## src/rtl/note_playback_reader.sv

```systemverilog
// note_playback_reader
// Walks the recorded note RAM from address 0 upward and presents each code as
// a note held for NOTE_TICKS cycles. Playback ends on END_CODE or after the
// last address. With loop_en high it wraps to address 0 instead.
// Only the read port of the RAM is used here.
//
// Handshake: none. start is a one-cycle request that is honoured only in
// IDLE. stop is a level that aborts playback from any busy state. mem_data
// must be valid combinationally for the presented mem_address.
module note_playback_reader #(
    parameter int          DEPTH      = 17,
    parameter int          ADDR_WIDTH = 8,
    parameter int          NOTE_TICKS = 25000000,
    parameter logic [7:0]  END_CODE   = 8'h00
) (
    input  logic                  clock,
    input  logic                  reset_n,
    input  logic                  start,
    input  logic                  stop,
    input  logic                  loop_en,
    input  logic [7:0]            mem_data,
    output logic [ADDR_WIDTH-1:0] mem_address,
    output logic [7:0]            note_out,
    output logic                  note_valid,
    output logic                  busy,
    output logic                  done
);

    localparam int CW = (NOTE_TICKS > 1) ? $clog2(NOTE_TICKS) : 1;
    localparam logic [ADDR_WIDTH-1:0] LAST_ADDR = ADDR_WIDTH'(DEPTH - 1);
    localparam logic [CW-1:0]         TICK_LOAD = CW'(NOTE_TICKS - 1);

    typedef enum logic [1:0] {
        IDLE  = 2'd0,
        FETCH = 2'd1,
        PLAY  = 2'd2,
        DONE  = 2'd3
    } state_t;

    state_t                state, state_next;
    logic [CW-1:0]         cnt, cnt_next;
    logic [ADDR_WIDTH-1:0] addr_next;
    logic [7:0]            note_next;
    logic                  valid_next;
    logic                  done_next;

    // Busy is a pure decode of the state register, so it drops with reset.
    assign busy = (state != IDLE);

    // State register.
    always_ff @(posedge clock or negedge reset_n) begin
        if (!reset_n) begin
            state <= IDLE;
        end else begin
            state <= state_next;
        end
    end

    // Next state and next values of every registered output.
    always_comb begin
        state_next = state;
        cnt_next   = cnt;
        addr_next  = mem_address;
        note_next  = note_out;
        valid_next = note_valid;
        done_next  = 1'b0;
        case (state)
            IDLE: begin
                if (start && !stop) begin
                    state_next = FETCH;
                    addr_next  = '0;
                end
            end
            FETCH: begin
                if (stop) begin
                    state_next = IDLE;
                    valid_next = 1'b0;
                end else if (mem_data != END_CODE) begin
                    state_next = PLAY;
                    note_next  = mem_data;
                    valid_next = 1'b1;
                    cnt_next   = TICK_LOAD;
                end else if (loop_en && (mem_address != '0)) begin
                    // Terminator hit with looping: refetch from the top. An
                    // empty memory (terminator at 0) still finishes.
                    addr_next  = '0;
                end else begin
                    state_next = DONE;
                    done_next  = 1'b1;
                end
            end
            PLAY: begin
                if (stop) begin
                    state_next = IDLE;
                    valid_next = 1'b0;
                end else if (cnt == '0) begin
                    // Dropping valid here gives one low cycle (FETCH) between
                    // consecutive notes as a retrigger edge.
                    valid_next = 1'b0;
                    if (mem_address != LAST_ADDR) begin
                        addr_next  = mem_address + ADDR_WIDTH'(1);
                        state_next = FETCH;
                    end else if (loop_en) begin
                        addr_next  = '0;
                        state_next = FETCH;
                    end else begin
                        state_next = DONE;
                        done_next  = 1'b1;
                    end
                end else begin
                    cnt_next = cnt - CW'(1);
                end
            end
            DONE: begin
                state_next = IDLE;
            end
            default: begin
                state_next = IDLE;
                valid_next = 1'b0;
            end
        endcase
    end

    // Registered outputs and the note-length counter.
    always_ff @(posedge clock or negedge reset_n) begin
        if (!reset_n) begin
            cnt         <= '0;
            mem_address <= '0;
            note_out    <= 8'h00;
            note_valid  <= 1'b0;
            done        <= 1'b0;
        end else begin
            cnt         <= cnt_next;
            mem_address <= addr_next;
            note_out    <= note_next;
            note_valid  <= valid_next;
            done        <= done_next;
        end
    end

endmodule

```

## config.mk

```make
export PLATFORM = sky130hd
export DESIGN_NAME = note_playback_reader
export DESIGN_NICKNAME = d
export VERILOG_FILES = /design/src/rtl/note_playback_reader.sv
export SDC_FILE = /design/constraint.sdc
export NUM_CORES = 1
export LEC_CHECK = 0
export ABC_AREA = 1
export CORE_MARGIN = 3
export CORE_UTILIZATION = 39
export DETAILED_ROUTE_END_ITERATION = 8
export GPL_TIMING_DRIVEN = 0
export PLACE_DENSITY = 0.55
export SETUP_SLACK_MARGIN = 0.15
export SYNTH_ARGS = -nofsm -noshare
export SYNTH_HDL_FRONTEND = slang
export SYNTH_SLANG_ARGS = --single-unit
```

## constraint.sdc

```tcl
create_clock -name clock -period 2.6 [get_ports clock]
set_input_delay 0.39 -clock clock [delete_from_list [all_inputs] [get_ports clock]]
set_output_delay 0.39 -clock clock [all_outputs]
set_load 0.1 [all_outputs]
```

Word level (Yosys, flattened, before mapping)
Cells that the tools add are included.
{ "word_totals": {"regBits": 45, "in_bits": 13} }
{ "classes": {"addsub": 2, "eq_ne": 16, "bitwise": 1, "n_mux": 36, "reduce_logical": 15} }
{ "ops": {"columns": ["cell", "count"], "rows": [
  ["$mux W25", 4],
  ["$mux W8", 8],
  ["$pmux W25 S2", 1],
  ["$logic_not A25 Y1", 1],
  ["$sub A25 B1 Y25 const B", 1],
  ["$pmux W8 S3", 1],
  ["$mux W2", 8],
  ["$ne A2 B2 Y1 const B", 8],
  ["$reduce_bool A8 Y1", 2],
  ["$mux W1", 11],
  ["$ne A3 B3 Y1 const B", 3],
  ["$reduce_and A3 Y1", 3],
  ["$add A8 B1 Y8 const B", 1],
  ["$ne A8 B5 Y1 const B", 1],
  ["$pmux W2 S4", 1],
  ["$reduce_and A8 Y1", 1],
  ["$reduce_and A5 Y1", 1],
  ["$eq A2 B2 Y1 const B", 2],
  ["$ne A4 B4 Y1 const B", 1],
  ["$pmux W1 S2", 2],
  ["$reduce_bool A2 Y1", 2],
  ["$reduce_bool A3 Y1", 1],
  ["$eq A2 B1 Y1 const B", 1],
  ["$logic_and A1 B1 Y1", 2],
  ["3 further kinds", 3]
]} }

Logic depth before layout (Yosys ltp)
Gate-level depths: netlist (run 1).
{ "depth": {"word_depth": 6, "depth_mapped": 12, "depth_no_buf": 11} }

Worst setup path before layout (run 1)
OpenSTA, ideal clock, no wires.
{ "synth_path": {"path_type": "reg2reg", "start": "register mem_address[0]", "end": "register mem_address[5]", "arrival_ns": 2.212, "setup_slack_ns": 0.266, "path_stages_with_launch": 11, "required_time_ns": 2.477, "path_buffers": 0, "period_less_slack_ns": 2.334, "path_cell_list": "dfrtp_1 -> inv_1 -> ha_1 -> nand2_1 -> nor2_1 -> nor2_1 -> nor2_1 -> nor2_2 -> nand3_2 -> nand2_1 -> nand2_1"} }
{ "synth_between": {"elab_chain_cells": 5} }
{ "synth_rtl": {"columns": ["element", "line_no", "rtl"], "rows": [
  ["from (decl)", "22", "output logic [ADDR_WIDTH-1:0] mem_address,"],
  ["from (signal assigned)", "134", "mem_address <= addr_next;"],
  ["$add A8 B1 Y8 or $ne A8 B5 Y1 (tied branches)", "101, 100", null],
  ["$mux W8", "100", "if (mem_address != LAST_ADDR) begin"],
  ["$mux W8", "96", "end else if (cnt == '0) begin"],
  ["$mux W8", "93", "if (stop) begin"],
  ["$pmux W8 S3", "67", "case (state)"]
]} }
Parallel ways exist; a longest one is shown, timed or not. The select of a mux whose other input is x is not followed.
A chain may end at the register's enable or synchronous reset.

Final worst setup path (run 1)
{ "layout_path": {"start": "register mem_address[4]", "end": "output mem_address[4]"} }
No word-level cell between the ends.

==> results of run 1 <==
[layout make-up]
cell class              instances  area share, %
clock buffers                   7          2.372
repair buffers                 32          8.903
clock inverters                 1         0.8250
multi-input cells             351          46.17
flip-flops and latches         45          30.94
inverters                      52          5.431
plain buffers                  10          1.959
well taps                      99          3.403
[flip-flops by register name (all words and copies together), names as in the netlist]
name and count:
state 2, cnt 25, done 1, note_out 8, mem_address 8, note_valid 1
[synth_stat cells (all sizes together)]
library cell,count
a21o,1
a21oi,5
and2,1
buf,8
clkbuf,2
clkinv,1
dfrtp,45
ha,8
inv,51
nand2,162
nand3,33
nand3b,2
nand4,18
nor2,80
nor3b,1
o21ai,25
o21bai,2
o22ai,1
or2,2
xnor2,1
xor2,9
[layer usage]
metal	part of all wire (%)	vias to the layer above
li1	-	1516
met1	49	1324
met2	47	48
met3	3.0	9
met4	1.5	0
met5	0	-
[power by group]
| group | leakage [nW] | internal (mW) | total (mW) | switching, mW |
|---|---|---|---|---|
| Combinational | 1.21 | 0.743 | 2.53 | 1.79 |
| Sequential | 0.564 | 0.942 | 1.18 | 0.240 |
| Clock | 0.0585 | 0.314 | 0.564 | 0.250 |
| Total | 1.84 | 2.00 | 4.28 | 2.28 |
[through the flow]
step / util, % / hold slack (ns)
CTS: 48.87 / 0.03532
detailed placement: 47.33 / 0.3731
global route: 48.87 / 0.04910
floorplan: - / 0.09441
finish: 48.87 / 0.02640
global placement: 47.13 / 0.4620
[cells in the final DEF (no fill, tap or decap), types with 2 or more instances in the layout]
| cell | n |
|---|---|
| o21ai_1 | 13 |
| clkbuf_1 | 3 |
| a21oi_1 | 4 |
| nand3_1 | 32 |
| ha_1 | 8 |
| nand2_2 | 4 |
| inv_1 | 50 |
| nand4_1 | 18 |
| clkdlybuf4s50_1 | 29 |
| nor2_4 | 2 |
| o21ai_0 | 12 |
| clkbuf_8 | 6 |
| nor2_1 | 72 |
| dfrtp_1 | 45 |
| nand2_1 | 156 |
| buf_2 | 4 |
| nor2_2 | 5 |
| o21bai_1 | 2 |
| nand3b_1 | 2 |
| buf_6 | 4 |
| xor2_1 | 9 |
[cell families (layout without fill, tap and decap cells)]
kind of cell / count (synthesis) / in the layout / synth area share, %
buf+inv: 62 / 102 / 8.747
xor+xnor: 10 / 10 / 2.848
fa+ha+maj: 8 / 8 / 3.255
simple gates: 299 / 299 / 42.60
compound gates: 34 / 34 / 5.940
flops: 45 / 45 / 36.62
[how the worst max path moves through the flow]
stage                                            end  slack, ns  cells past startpoint
after global placement    mem_address[5]$_DFFE_PN0P_      -0.25                      1
after global routing                            busy       0.17                      4
after detailed placement                        busy       0.34                      4
after floorplan           mem_address[5]$_DFFE_PN0P_       0.27                     10
final                                 mem_address[4]       0.26                      1
after CTS                             mem_address[4]       0.24                      1
[worst reg2reg max path: cells and delay by family (launching register included)]
kind	cells	cell delay (ns)
fa+ha+maj	1	0.33
simple gates	9	1.29
flops	1	0.41
buf+inv	1	0.08
[timing repair]
| item | in CTS | in global routing |
|---|---|---|
| hold endpoints to repair | 0 | 0 |
| endpoints found under the setup margin | 1 | 0 |
| gates resized for setup | 1 | 0 |
| setup buffers | 0 | 0 |
==> results.toml, run 1 <==
[floorplanning]
io_pins = 32
start_util_pct = 41.30
rows = 31
die_x_um = 94.80
core-area_um2 = 7447
die_y_um = 94.80
dieArea_um2 = 8987

[finish]
synthToLayoutAreaGrowth_pct = 18.35
finalNonFillerCells = 597
nets = 518
seq_area_um2 = 1126
antenna_cells = 0
fin_area_um2 = 3640
multi_input_area_um2 = 1680
nFillCells = 778
drive_above_1_share_pct = 6.627

[cts]
cts_made_buffers = 5
h-tree-depth = 2
clock_latency_ns = 0.30
cts_root_buffer = "clkbuf_8"
cts.sinks = 45
holdBufCountCts = 0
clkSlewWorstSetupHoldPaths_ns = 0.09
cts_tree = "done"
clockBufferDepth = 2

[grt]
grt_max_degree = 29
grt_pass1_vias = 2689
use_met3_pct = 3.028
grtUsageMet2_pct = 29.01
grt_pass1_wl_um = 12570
busiest_layer = "met2"
antenna_found_initial = 0
grt_use_met1_pct = 24.33
overflow = 0
grt_use_total_pct = 17.78

[drt]
vias = 2897
routed_wl_um = 7588
ant_nets = 0
via_per_inst = 4.853
drc_errors = 0
dr.pass1.iters = 4
drt_iter0_drc = 160
routedWlPerCell_um = 12.71

[worst_setup_path]
slowest_stage = "clkdlybuf4s50_1"
crit_chain = "clkdlybuf4s50_1"
worstReg2RegEnd = "mem_address[2]$_DFFE_PN0P_"
path_buf_inv = 1
critical_path.top_delay_family = "buffers and inverters"
cp.required_ns = 2.21
worstSetupPathType = "register to output pin"
worstRegToRegCells = 11
endpoint_kind = "output pin"
critPathLaunchType = "register"
crit_start = "mem_address[4]$_DFFE_PN0P_"
crit_path_max_incr_delay_ns = 1.18
worst_ep_arrival_time_ns = 1.95
path_max_fanout = 8
r2r_start = "cnt[0]$_DFFE_PN0P_"
ff2ff_setup_slack_ns = 0.38

[power_and_ir_drop]
total_power_mw = 4.278
power_density_nw_per_um2 = 1175
p_leak_nw = 1.837
vdd_ir_drop_max_uv = 674.8

[sta]
fin_crit_sh_pct = 89.98
rsz0062_at_grt = "no"
setup_tns_ns = 0
worstMarginPinSlew_ns = 0.9725
hold_viol = 0
max-slew-margin-rel_pct = 34.96
fin_skew_ns = 0.01183
setup_viol = 0
slew_violations = 0
period_needed_ns = 2.339
fmax_mhz = 427.5
setup_ws_ns = 0.2606

[placement]
gp_congestion = 0.9212
post-place-ws_ns = 0.3416
place_area_um2 = 3525
io_buffers = 31
placed_cells = 589
dp.final_hpwl_um = 5745

[outcome]
outcome = "complete, no violations"

[logic_synthesis]
seq_area_frac_synth_pct = 36.62
syn_avg_cell_area_um2 = 6.715
ys_warn_count = 0
synthTopCellsByArea = "dfrtp_1 (37%), nand2_1 (19%), nor2_1 (8.8%)"
netlist_area_um2 = 3075
syn_inst = 458
synth_top_area_share_pct = 36.62
ys_seq_elements = 45
yosysUniqueCellTypes = 34
synth_top_area_cell = "dfrtp_1"
syn-num-nets = 479

[flow_run]
drv_cap = 0

[min_path]
hold_class = "input port to asynchronous set/reset pin"
No activity file was read; power rests on OpenSTA's default activity.
==> run 2, diff against run 1 <==
CORE_ASPECT_RATIO = 1.5   (was not set)
==> run 2 against run 1 <==
Compared with the run above:
- wire length is 3.0% higher
- critical path type unchanged
- largest cell class unchanged
- sequential share of layout area down 0.25 points
- worst hold slack got worse by 0.0067 ns
- non-clock buffer count is the same
- worst setup slack improved by 0.00056 ns
- maximum frequency barely moved
- flip-flop and latch count did not move
- die area grew 0.25%
- total power is 2.6% higher
- via count down 0.55%
==> results.toml, run 2 (synthesized netlist as in run 1, its figures left out) <==
[worst_setup_path]
path_buf_inv = 1
worstSetupPathType = "register to output pin"
cp.depth = 1
endpoint_kind = "output pin"
r2r_start = "cnt[0]$_DFFE_PN0P_"
slowest_stage = "clkdlybuf4s50_1"
path_max_fanout = 8
crit_chain = "clkdlybuf4s50_1"
critical_path.top_delay_family = "buffers and inverters"
worst_ep_arrival_time_ns = 1.95
cp.required_ns = 2.21
crit_path_max_incr_delay_ns = 1.18
critPathLaunchType = "register"
worstRegToRegCells = 11
ff2ff_setup_slack_ns = 0.40
worstReg2RegEnd = "mem_address[4]$_DFFE_PN0P_"

[cts]
clock_latency_ns = 0.29
cts_tree = "done"
h-tree-depth = 2
cts_root_buffer = "clkbuf_16"
holdBufCountCts = 0
cts_made_buffers = 5
cts.sinks = 45
clkSlewWorstSetupHoldPaths_ns = 0.07
clockBufferDepth = 2

[placement]
gp_congestion = 0.8387
dp.final_hpwl_um = 5938
io_buffers = 31
place_area_um2 = 3528

[floorplanning]
rows = 39
dieArea_um2 = 9009
io_pins = 32
die_y_um = 114.8
core-area_um2 = 7661
die_x_um = 78.51
start_util_pct = 40.14

[grt]
use_met3_pct = 2.508
grt_pass1_vias = 2768
grt_use_total_pct = 18.42
antenna_found_initial = 0
grtUsageMet2_pct = 33.75
overflow = 0
busiest_layer = "met2"
grt_use_met1_pct = 21.69
grt_pass1_wl_um = 13140
grt_max_degree = 32

[drt]
drt_iter0_drc = 126
routedWlPerCell_um = 13.05
via_per_inst = 4.810
vias = 2881
drc_errors = 0
dr.pass1.iters = 4
routed_wl_um = 7816
ant_nets = 0

[finish]
top_regs = "cnt x25, mem_address x8, note_out x8"
synthToLayoutAreaGrowth_pct = 19.32
nFillCells = 823
largest_reg_flops = 25
finalCoreUtilization_pct = 47.90
fin_area_um2 = 3670
final_cell_mix = "nand2_1 (156), nor2_1 (72), inv_1 (50), dfrtp_1 (45), nand3_1 (32)"
antenna_cells = 0
regMostFlops = "cnt"
drive_above_1_share_pct = 6.439
layout_commonest_cell = "nand2_1"
nets = 518

[power_and_ir_drop]
vdd_ir_drop_max_uv = 866.7
p_leak_nw = 1.848
power_density_nw_per_um2 = 1196
total_power_mw = 4.388

[sta]
max-slew-margin-rel_pct = 34.39
fmax_mhz = 427.6
setup_viol = 0
period_needed_ns = 2.339
fin_crit_sh_pct = 89.96
slew_violations = 0
rsz0062_at_grt = "no"
hold_viol = 0
fin_skew_ns = 0.007376
worstMarginPinSlew_ns = 0.9810

[outcome]
outcome = "complete, no violations"

[min_path]
hold_class = "input port to asynchronous set/reset pin"

[flow_run]
drv_cap = 0
[run 2: cell count changes in the layout (fill, tap and decap cells not counted), sizes merged]
cell,change
bufinv,-1
[run 2: worst max-delay path by stage]
stage                                 end  slack (ns)                  startpoint
2_1_floorplan  mem_address[5]$_DFFE_PN0P_        0.27  mem_address[0]$_DFFE_PN0P_
6_report                   mem_address[4]        0.26  mem_address[4]$_DFFE_PN0P_
3_5_place_dp   mem_address[2]$_DFFE_PN0P_        0.26                 mem_data[1]
4_1_cts                    mem_address[4]        0.25  mem_address[4]$_DFFE_PN0P_
5_1_grt        mem_address[4]$_DFFE_PN0P_        0.15        state[1]$_DFFE_PN0P_
3_3_place_gp   mem_address[7]$_DFFE_PN0P_       -0.26                     reset_n
[run 2: layout make-up]
type                            count  area [um2]  share of cell area (%)
Clock buffer                        7       142.6                   3.887
Buffer                             10       71.32                   1.943
Inverter                           52       197.7                   5.387
Sequential cell                    45        1126                   30.69
Timing Repair Buffer               32       324.1                   8.831
Multi-Input combinational cell    351        1680                   45.79
Tap cell                          102       127.6                   3.478
[run 2: report_power, final]
group	internal, mW	switching, mW	total, mW	leakage, nW
sequential	0.944	0.231	1.17	0.564
combinational	0.745	1.82	2.57	1.21
clock	0.378	0.267	0.645	0.0700
total	2.07	2.32	4.39	1.85
[run 2: metal layers]
metal / part of all wire (%) / up-vias
li1: - / 1509
met1: 43 / 1318
met2: 53 / 41
met3: 2.2 / 13
met4: 2.1 / 0
met5: 0 / -
[run 2: repair_timing]
action / 4_1_cts / 5_1_grt
gates resized for setup: 1 / 0
buffers inserted: 0 / 0
endpoints found under the setup margin: 1 / 0
hold endpoints to repair: 0 / 0
[run 2: through the flow]
step | hold WS, ns | std cells | worst slack, ns | TNS, ns
2_1_floorplan | 0.09441 | 458 | 0.2656 | 0
3_3_place_gp | 0.4629 | 591 | -0.2635 | -11.65
3_5_place_dp | 0.3429 | 592 | 0.2645 | 0
4_1_cts | 0.03473 | 599 | 0.2478 | 0
5_1_grt | 0.04878 | 599 | 0.1524 | 0
6_report | 0.01969 | 599 | 0.2612 | 0
==> run 3, diff against run 2 <==
clock period = 3 ns   (was 2.6 ns; I/O delays follow)
==> run 3 against run 2 <==
Compared with the run above:
- utilization barely moved
- clock skew did not move
- first-iteration DRC count did not move
- count of clock-buffer cells in the layout did not move
- largest power group unchanged
- critical path type unchanged
==> results.toml, run 3 (synthesized netlist as in run 1, its figures left out) <==
[finish]
largest_reg_flops = 25
seq_area_um2 = 1126
finalCoreUtilization_pct = 47.92
synthToLayoutAreaGrowth_pct = 19.37
fin_area_um2 = 3671
regMostFlops = "cnt"
drive_above_1_share_pct = 6.439
nFillCells = 823
finalNonFillerCells = 599
final_cell_mix = "nand2_1 (156), nor2_1 (72), inv_1 (50), dfrtp_1 (45), nand3_1 (32)"
multi_input_area_um2 = 1680
layout_commonest_cell = "nand2_1"
top_regs = "cnt x25, mem_address x8, note_out x8"
nets = 518
antenna_cells = 0

[sta]
rsz0062_at_grt = "no"
max-slew-margin-rel_pct = 34.39
fin_skew_ns = 0.007376
fin_crit_sh_pct = 88.62
worstMarginPinSlew_ns = 0.9810
hold_viol = 0
setup_tns_ns = 0
setup_viol = 0
slew_violations = 0
period_needed_ns = 2.659
setup_ws_ns = 0.3415
fmax_mhz = 376.1

[worst_setup_path]
crit_start = "state[0]$_DFFE_PN0P_"
critical_path.top_delay_family = "buffers and inverters"
worstSetupPathType = "register to output pin"
crit_path_max_incr_delay_ns = 1.13
critPathLaunchType = "register"
r2r_start = "cnt[0]$_DFFE_PN0P_"
worst_ep_arrival_time_ns = 2.21
crit_path_frequent_cell = "inv_1"
crit_chain = "inv_1, ha_1, inv_1, clkdlybuf4s50_1"
path_max_fanout = 4
ff2ff_setup_slack_ns = 0.80
worstReg2RegEnd = "mem_address[4]$_DFFE_PN0P_"
cp.required_ns = 2.55
slowest_stage = "clkdlybuf4s50_1"
worstRegToRegCells = 11
endpoint_kind = "output pin"
path_buf_inv = 3

[placement]
gp_congestion = 0.8387
post-place-ws_ns = 0.6045
io_buffers = 31
place_area_um2 = 3528
placed_cells = 592
dp.final_hpwl_um = 5938

[drt]
dr.pass1.iters = 4
routed_wl_um = 7817
drt_iter0_drc = 126
via_per_inst = 4.810
ant_nets = 0
drc_errors = 0
routedWlPerCell_um = 13.05
vias = 2881

[grt]
grt_use_total_pct = 18.42
grt_max_degree = 32
grt_pass1_wl_um = 13140
antenna_found_initial = 0
grt_pass1_vias = 2768
overflow = 0

[cts]
clock_latency_ns = 0.29
holdBufCountCts = 0
post-cts-setup-buffers = 0
cts_tree = "done"
cts.sinks = 45
clockBufferDepth = 2
cts_resized = 0
clkSlewWorstSetupHoldPaths_ns = 0.07
h-tree-depth = 2
cts_root_buffer = "clkbuf_16"
cts_made_buffers = 5

[floorplanning]
core-area_um2 = 7661
dieArea_um2 = 9009
rows = 39
die_y_um = 114.8
start_util_pct = 40.14
io_pins = 32
die_x_um = 78.51

[flow_run]
drv_cap = 0

[outcome]
outcome = "complete, no violations"

[power_and_ir_drop]
p_leak_nw = 1.847
power_density_nw_per_um2 = 1038
vdd_ir_drop_max_uv = 781.1

[min_path]
hold_class = "input port to asynchronous set/reset pin"
run 3: cell types whose count changed in the layout (fill, tap and decap cells not counted):
cell             previous run  this run
clkdlybuf4s50_1            29        30
dlygate4sd2_1               1         0
run 3: power breakdown:
part | internal [mW] | switching (mW)
logic | 0.653 | 1.58
clock network | 0.328 | 0.231
registers | 0.818 | 0.200
total | 1.80 | 2.01
run 3: how the worst max path moves through the flow:
stage	to	slack, ns	cells past startpoint
detailed placement	mem_address[2]$_DFFE_PN0P_	0.60	9
finish	busy	0.34	4
CTS	busy	0.33	4
global placement	mem_address[7]$_DFFE_PN0P_	0.08	1
global route	busy	0.25	4
floorplan	mem_address[5]$_DFFE_PN0P_	0.67	10
run 3: through the flow:
stage	hold WS [ns]	power, mW
3_3_place_gp	0.4629	3.252
2_1_floorplan	0.1544	2.703
5_1_grt	0.1088	4.133
4_1_cts	0.09473	3.856
6_report	0.07969	3.811
3_5_place_dp	0.4029	3.277
run 3: routing by layer:
metal	part of all wire [%]	GRT usage, %	vias to the layer above
li1	-	-	1509
met1	43	21.69	1318
met2	53	33.75	41
met3	2.2	2.508	13
met4	2.1	6.768	0
met5	0	0	-
run 3: layout make-up:
type	count	area share [%]
tap	102	3.476
multi-input combinational	351	45.77
sequential	45	30.67
inverter	52	5.385
clock buffer	7	3.885
timing repair buffer	32	8.862
buffer	10	1.943
